**config.mk**
```make
export PLATFORM = sky130hd
export DESIGN_NAME = lgappg_sched_flat
export DESIGN_NICKNAME = d
export VERILOG_FILES = /design/src/rtl/lgappg_sched_if.sv /design/src/rtl/lgappg_sched.sv /design/src/flat_wrapper.sv
export SDC_FILE = /design/constraint.sdc
export NUM_CORES = 2
export LEC_CHECK = 0
export CAP_MARGIN = 20
export CELL_PAD_IN_SITES_DETAIL_PLACEMENT = 2
export CELL_PAD_IN_SITES_GLOBAL_PLACEMENT = 2
export CORE_AREA = 2 2 522 394
export CTS_CLUSTER_SIZE = 25
export DETAILED_ROUTE_END_ITERATION = 6
export DIE_AREA = 0 0 524 396
export PLACE_DENSITY = 0.85
export RECOVER_POWER = 100
export SLEW_MARGIN = 20
export SYNTH_ARGS = -nofsm -noshare
export SYNTH_HDL_FRONTEND = slang
export SYNTH_SLANG_ARGS = --single-unit
```
**constraint.sdc**
```tcl
create_clock -name clk -period 2.48 [get_ports clk]
set_input_delay 0.248 -clock clk [delete_from_list [all_inputs] [get_ports clk]]
set_output_delay 0.248 -clock clk [all_outputs]
set_load 0.05 [all_outputs]
```
**src/rtl/lgappg_sched_if.sv**
```systemverilog
// rtl/lgappg_sched_if.sv - control, lattice-word input and window output bundle for lgappg_sched
interface lgappg_sched_if;
   logic         start;
   logic         busy;
   logic         done;
   logic         in_valid;
   logic         in_ready;
   logic [63:0]  in_data;
   logic         win_valid;
   logic         win_ready;
   logic [575:0] win_data;
   logic         win_odd;

   modport master (
      output start, in_valid, in_data, win_ready,
      input  busy, done, in_ready, win_valid, win_data, win_odd
   );

   modport slave (
      input  start, in_valid, in_data, win_ready,
      output busy, done, in_ready, win_valid, win_data, win_odd
   );
endinterface

```
**src/rtl/lgappg_sched.sv**
```systemverilog
// rtl/lgappg_sched.sv - 3x3 word-window scheduler with wall boundary for the lattice-gas datapath
module lgappg_sched #(
   parameter int W_WORDS = 8,
   parameter int H_ROWS  = 8
) (
   input logic         clk,
   input logic         rst,
   lgappg_sched_if.slave bus
);
   localparam int NW = W_WORDS * H_ROWS;
   localparam int S  = 2 * W_WORDS + 3;
   localparam int CW = $clog2(NW + 1);
   localparam int FW = $clog2(W_WORDS + 2);
   localparam int XW = $clog2(W_WORDS);
   localparam int YW = $clog2(H_ROWS);

   localparam logic [CW-1:0] LAST_IDX   = CW'(NW - 1);
   localparam logic [CW-1:0] FIRST_LOAD = CW'(W_WORDS + 1);
   localparam logic [FW-1:0] FL_END     = FW'(W_WORDS + 1);
   localparam logic [XW-1:0] X_LAST     = XW'(W_WORDS - 1);
   localparam logic [YW-1:0] Y_LAST     = YW'(H_ROWS - 1);

   typedef enum logic [1:0] {IDLE, RUN, FLUSH, DONE} state_t;

   state_t          state_q, state_d;
   logic [CW-1:0]   in_cnt_q, in_cnt_d;
   logic [CW-1:0]   out_cnt_q, out_cnt_d;
   logic [FW-1:0]   fl_cnt_q, fl_cnt_d;
   logic [XW-1:0]   col_q, col_d;
   logic [YW-1:0]   row_q, row_d;
   logic [63:0]     store_q [S];
   logic [63:0]     store_d [S];
   logic [63:0]     store_nx [S];
   logic [575:0]    win_data_q, win_data_d;
   logic            win_valid_q, win_valid_d;
   logic            win_odd_q, win_odd_d;
   logic [575:0]    win_nx;

   logic slot_free, acc, fl_shift, hs, load;

   // store_nx is the store after this cycle's shift; index j holds the word shifted in j steps ago
   always_comb begin
      slot_free = !win_valid_q || bus.win_ready;
      acc       = (state_q == RUN) && bus.in_valid && slot_free;
      fl_shift  = (state_q == FLUSH) && (fl_cnt_q != FL_END) && slot_free;
      hs        = win_valid_q && bus.win_ready;
      load      = (acc && (in_cnt_q >= FIRST_LOAD)) || fl_shift;
      store_nx[0] = (state_q == RUN) ? bus.in_data : 64'd0;
      for (int j = 1; j < S; j++) begin
         store_nx[j] = store_q[j-1];
      end
   end

   // The centre of the window being loaded sits at store index W_WORDS+1; (row_q, col_q) track it
   for (genvar k = 0; k < 9; k++) begin : g_win
      localparam int  DR = k / 3 - 1;
      localparam int  DC = k % 3 - 1;
      localparam int  J  = W_WORDS + 1 - (DR * W_WORDS + DC);
      localparam bit  UP = (DR < 0);
      localparam bit  DN = (DR > 0);
      localparam bit  LF = (DC < 0);
      localparam bit  RT = (DC > 0);
      logic wall;
      assign wall = (UP && (row_q == '0)) || (DN && (row_q == Y_LAST)) ||
                    (LF && (col_q == '0)) || (RT && (col_q == X_LAST));
      assign win_nx[64*k +: 64] = wall ? 64'd0 : store_nx[J];
   end

   always_comb begin
      state_d     = state_q;
      in_cnt_d    = in_cnt_q;
      out_cnt_d   = out_cnt_q;
      fl_cnt_d    = fl_cnt_q;
      col_d       = col_q;
      row_d       = row_q;
      store_d     = store_q;
      win_data_d  = win_data_q;
      win_valid_d = win_valid_q;
      win_odd_d   = win_odd_q;

      case (state_q)
         IDLE: begin
            if (bus.start) begin
               state_d   = RUN;
               in_cnt_d  = '0;
               out_cnt_d = '0;
               fl_cnt_d  = '0;
               col_d     = '0;
               row_d     = '0;
               for (int j = 0; j < S; j++) begin
                  store_d[j] = 64'd0;
               end
            end
         end
         RUN: begin
            if (acc && (in_cnt_q == LAST_IDX)) state_d = FLUSH;
         end
         FLUSH: begin
            if (hs && (out_cnt_q == LAST_IDX)) state_d = DONE;
         end
         default: state_d = IDLE;
      endcase

      if (acc)      in_cnt_d  = in_cnt_q + CW'(1);
      if (fl_shift) fl_cnt_d  = fl_cnt_q + FW'(1);
      if (hs)       out_cnt_d = out_cnt_q + CW'(1);
      if (acc || fl_shift) store_d = store_nx;

      if (load) begin
         win_data_d  = win_nx;
         win_valid_d = 1'b1;
         win_odd_d   = row_q[0];
         if (col_q == X_LAST) begin
            col_d = '0;
            row_d = (row_q == Y_LAST) ? '0 : row_q + YW'(1);
         end else begin
            col_d = col_q + XW'(1);
         end
      end else if (hs) begin
         win_valid_d = 1'b0;
      end
   end

   always_ff @(posedge clk) begin
      if (rst) begin
         state_q     <= IDLE;
         in_cnt_q    <= '0;
         out_cnt_q   <= '0;
         fl_cnt_q    <= '0;
         col_q       <= '0;
         row_q       <= '0;
         win_data_q  <= '0;
         win_valid_q <= 1'b0;
         win_odd_q   <= 1'b0;
         for (int j = 0; j < S; j++) begin
            store_q[j] <= 64'd0;
         end
      end else begin
         state_q     <= state_d;
         in_cnt_q    <= in_cnt_d;
         out_cnt_q   <= out_cnt_d;
         fl_cnt_q    <= fl_cnt_d;
         col_q       <= col_d;
         row_q       <= row_d;
         win_data_q  <= win_data_d;
         win_valid_q <= win_valid_d;
         win_odd_q   <= win_odd_d;
         store_q     <= store_d;
      end
   end

   assign bus.in_ready  = (state_q == RUN) && slot_free;
   assign bus.busy      = (state_q == RUN) || (state_q == FLUSH);
   assign bus.done      = (state_q == DONE);
   assign bus.win_valid = win_valid_q;
   assign bus.win_data  = win_data_q;
   assign bus.win_odd   = win_odd_q;
endmodule

```
**src/flat_wrapper.sv**
```systemverilog
// flat-port wrapper written by rule: the top's interface ports become plain ports
module lgappg_sched_flat 
#(
   parameter int W_WORDS = 8,
   parameter int H_ROWS  = 8
)
  (clk, rst, bus_start, bus_in_valid, bus_in_data, bus_win_ready, bus_busy, bus_done, bus_in_ready, bus_win_valid, bus_win_data, bus_win_odd);
  lgappg_sched_if bus_i ();
  input logic clk;
  input logic rst;
  input wire logic [$bits(bus_i.start)-1:0] bus_start;
  input wire logic [$bits(bus_i.in_valid)-1:0] bus_in_valid;
  input wire logic [$bits(bus_i.in_data)-1:0] bus_in_data;
  input wire logic [$bits(bus_i.win_ready)-1:0] bus_win_ready;
  output wire logic [$bits(bus_i.busy)-1:0] bus_busy;
  output wire logic [$bits(bus_i.done)-1:0] bus_done;
  output wire logic [$bits(bus_i.in_ready)-1:0] bus_in_ready;
  output wire logic [$bits(bus_i.win_valid)-1:0] bus_win_valid;
  output wire logic [$bits(bus_i.win_data)-1:0] bus_win_data;
  output wire logic [$bits(bus_i.win_odd)-1:0] bus_win_odd;
  assign bus_i.start = bus_start;
  assign bus_i.in_valid = bus_in_valid;
  assign bus_i.in_data = bus_in_data;
  assign bus_i.win_ready = bus_win_ready;
  assign bus_busy = bus_i.busy;
  assign bus_done = bus_i.done;
  assign bus_in_ready = bus_i.in_ready;
  assign bus_win_valid = bus_i.win_valid;
  assign bus_win_data = bus_i.win_data;
  assign bus_win_odd = bus_i.win_odd;
  lgappg_sched #(.W_WORDS(W_WORDS), .H_ROWS(H_ROWS)) u_core (.clk(clk), .rst(rst), .bus(bus_i));
endmodule
```
==> flow_metrics.tcl <==
set metrics [dict create \
    critPathCaptureType "flop" \
    dp_hpwl_um 201000 \
    ys_types 44 \
    regToRegEndpoint "u_core.store_nx[1040]" \
    dp.cells 10900 \
    wire_per_inst_um 29.6 \
    slew_headroom 0.330 \
    crit_fanout 46 \
    fp.dieH_um 396 \
    ys_async_sr_fraction 0 \
    seq_area_frac_synth 0.513 \
    overflow 0 \
    cp-start-kind "flop" \
    finalCritPeriodShare 1.01 \
    dpl_cell_area_um2 78800 \
    finalSetupViolations 2 \
    hold_end "u_core.bus.win_data[556]" \
    grt_pass1_vias 73700 \
    grt_max_degree 170 \
    violations "negative setup slack" \
    report.final.slew_viol_count 0 \
    io_buffers 649 \
    hold_start "bus_in_data[44]" \
    r2r.worst_path.cells 6 \
    drt-initial-drc-count 6964 \
    synth_edf_count 0 \
    rows 143 \
    worstHoldPathCells 3 \
    numCtsBuffers 183 \
    antenna_found_initial 20 \
    place_congestion 0.890 \
    cap_violations 0 \
    nets 8517 \
    clk_latency_ns 0.86 \
    die_w_um 524 \
    path_class "reg2reg" \
    cts_buffer_depth 3 \
    p_leak_nw 26.7 \
    final_cells 11300 \
    hp-class "in2reg" \
    syn_to_final_growth_pct 24.8 \
    clk_pin_slew_ns 0.07 \
    avgViaCountPerCell 6.13 \
    worstReg2RegStart "u_core.bus.win_valid" \
    synth.net_count 8321 \
    synth-main-ff-cell "dfxtp_1" \
    rsz0062_at_grt "yes" \
    nFillCells 21200 \
    wirelength_um 334000 \
    hold_viol 0 \
    powerDensity_nw_per_um2 880 \
    h-tree-depth 4 \
    yosys_warnings 0 \
    ioPinCount 650 \
    initial_core_util 0.339 \
    synth_cells 8237 \
    setup_slack_ns -0.0340 \
    worst_clock_skew_ns 0.0555 \
    cts-root-buf "clkbuf_16" \
    syn_area_per_cell_um2 8.31 \
    grt_use_total 0.307 \
    vias 69200 \
    ys_ff_latch 1756 \
    period_minus_slack_ns 2.51 \
    drive_gt1_frac 0.0807 \
    grt_pass1_wl_um 493000 \
    route.detailed.drc 0 \
    firstDrtPassIters 6 \
    cts.sinks 1756 \
    critical_path_required_ns 3.17 \
    syn_area_um2 68500 \
    core_um2 202000 \
    dieArea_um2 208000 \
    irDropWorstVdd_uv 700 \
    reg2reg_slack_ns -0.03 \
    worstMarginPinSlew_ns 1.01 \
    crit_arrival_ns 3.20 \
    status "complete, but fails checks" \
    fmax_mhz 398 \
    ant_nets 0 \
    total_power_mw 75.2 \
    final_area_um2 85400 \
    tritoncts "done" \
]
-- how the worst max path moves through the flow --
| stage | start | to | cells past startpoint |
|---|---|---|---|
| finish | u_core.bus.win_valid | u_core.store_nx[1040] | 6 |
| global route | u_core.in_cnt_q[1] | u_core.bus.win_data[446] | 8 |
| detailed placement | bus_win_ready | u_core.store_nx[461] | 8 |
| global placement | bus_win_ready | u_core.store_nx[461] | 8 |
| CTS | u_core.bus.win_data[384] | bus_win_data[384] | 1 |
| floorplan | u_core.bus.win_valid | u_core.row_q[1] | 10 |
-- state kept, by name, indices dropped and copies added, names as in the netlist --
register and cells:
u_core.bus.win_odd 1, u_core.col_q 3, u_core.state_q 2, u_core.bus.win_valid 1, u_core.row_q 3, u_core.in_cnt_q 7, u_core.out_cnt_q 7, u_core.bus.win_data 576
u_core.store_nx 1152, u_core.fl_cnt_q 4
-- logic make-up (layout without fill, tap and decap cells) --
group | count (synthesis) | in the layout | synth area share
AO/OA/AOI/OAI | 3380 | 3380 | 0.262
AND/OR/NAND/NOR | 2000 | 2000 | 0.149
flip-flops | 1756 | 1756 | 0.513
buffers and inverters | 1018 | 1366 | 0.0625
multiplexers | 66 | 66 | 0.00965
adder cells (fa/ha/maj) | 15 | 15 | 0.00274
XOR/XNOR | 2 | 2 | 0.000256
other | 0 | 8 | 0
-- per-layer routing --
layer | global-route usage | wire length, µm | share of wire
met1 | 0.370 | 132000 | 0.40
met2 | 0.512 | 161000 | 0.48
met3 | 0.0447 | 17500 | 0.053
met4 | 0.191 | 23000 | 0.069
met5 | 0 | 24 | 0.000072
-- worst max-delay path, cell delays in order, from the launching register on --
cell and delay, ns:
dfxtp_1 0.51, nor2b_1 0.37, nor2_4 0.13, buf_12 0.19, buf_12 0.19, o21ai_0 0.69
a21oi_1 0.23
-- cell usage in the layout (no fill, tap or decap), types with 6 or more instances in the layout --
| cell | count |
|---|---|
| a21oi_1 | 1681 |
| buf_12 | 152 |
| buf_16 | 8 |
| buf_4 | 202 |
| bufinv_16 | 15 |
| clkbuf_1 | 46 |
| clkbuf_16 | 188 |
| clkbuf_8 | 46 |
| clkdlybuf4s50_1 | 635 |
| clkinv_2 | 32 |
| dfxtp_1 | 1755 |
| diode_2 | 8 |
| ha_1 | 12 |
| inv_1 | 8 |
| mux2i_1 | 61 |
| nand2_1 | 73 |
| nand2b_1 | 68 |
| nand3_1 | 1671 |
| nand3b_1 | 6 |
| nand4_1 | 8 |
| nor2_1 | 13 |
| nor2b_1 | 133 |
| nor3_1 | 8 |
| o211ai_1 | 386 |
| o21ai_0 | 1287 |
-- synth_stat cells, drive strengths merged, types with 6 or more instances --
cell | instances | share of area
buf | 210 | 0.018
nor3 | 8 | 0.00058
a21oi | 1683 | 0.12
ha | 15 | 0.0027
dfxtp | 1756 | 0.51
nor2 | 18 | 0.0011
o21ai | 1288 | 0.094
nand3 | 1672 | 0.12
nor2b | 133 | 0.012
nand2b | 70 | 0.0064
nand2 | 73 | 0.0040
nand4 | 8 | 0.00073
clkbuf | 800 | 0.044
nand3b | 6 | 0.00066
o211ai | 387 | 0.043
inv | 8 | 0.00044
mux2i | 66 | 0.0096
-- metrics by stage --
stage          setup TNS (ns)  hold slack [ns]  utilization  setup slack (ns)
6_report              -0.0443           0.0387        0.423           -0.0340
5_1_grt                -0.379           0.0281        0.423           -0.0660
4_1_cts                     0          0.00913        0.422           0.00550
3_5_place_dp          -0.0449            0.457        0.390           -0.0351
3_3_place_gp                0            0.446        0.390            0.0817
2_1_floorplan               0            0.387            -             0.287
-- area by class of cell --
| type | instances | area [µm²] | area share |
|---|---|---|---|
| Sequential cell | 1756 | 35200 | 0.411 |
| Antenna cell | 8 | 20.0 | 0.000234 |
| Timing Repair Buffer | 1021 | 11400 | 0.134 |
| Inverter | 8 | 30.0 | 0.000351 |
| Tap cell | 2682 | 3360 | 0.0393 |
| Clock inverter | 64 | 852 | 0.00997 |
| Multi-Input combinational cell | 5463 | 29200 | 0.341 |
| Clock buffer | 273 | 5440 | 0.0637 |
-- report_power, final --
part | leakage (nW) | internal, mW | switching (mW) | total, mW
clock network | 3.10 | 16.8 | 12.9 | 29.7
logic | 9.42 | 4.14 | 12.8 | 16.9
registers | 14.1 | 28.4 | 0.255 | 28.6
-- timing repair --
action / CTS / global route
setup endpoints to repair: 22 / 37
cloned: 2 / 2
buffers inserted: 6 / 1
pin swaps: 2 / 1
resized for setup: 13 / 12
hold buffers: 3 / 0
endpoints found under the hold margin: 58 / 0
Power figures use the tool's default switching activity.
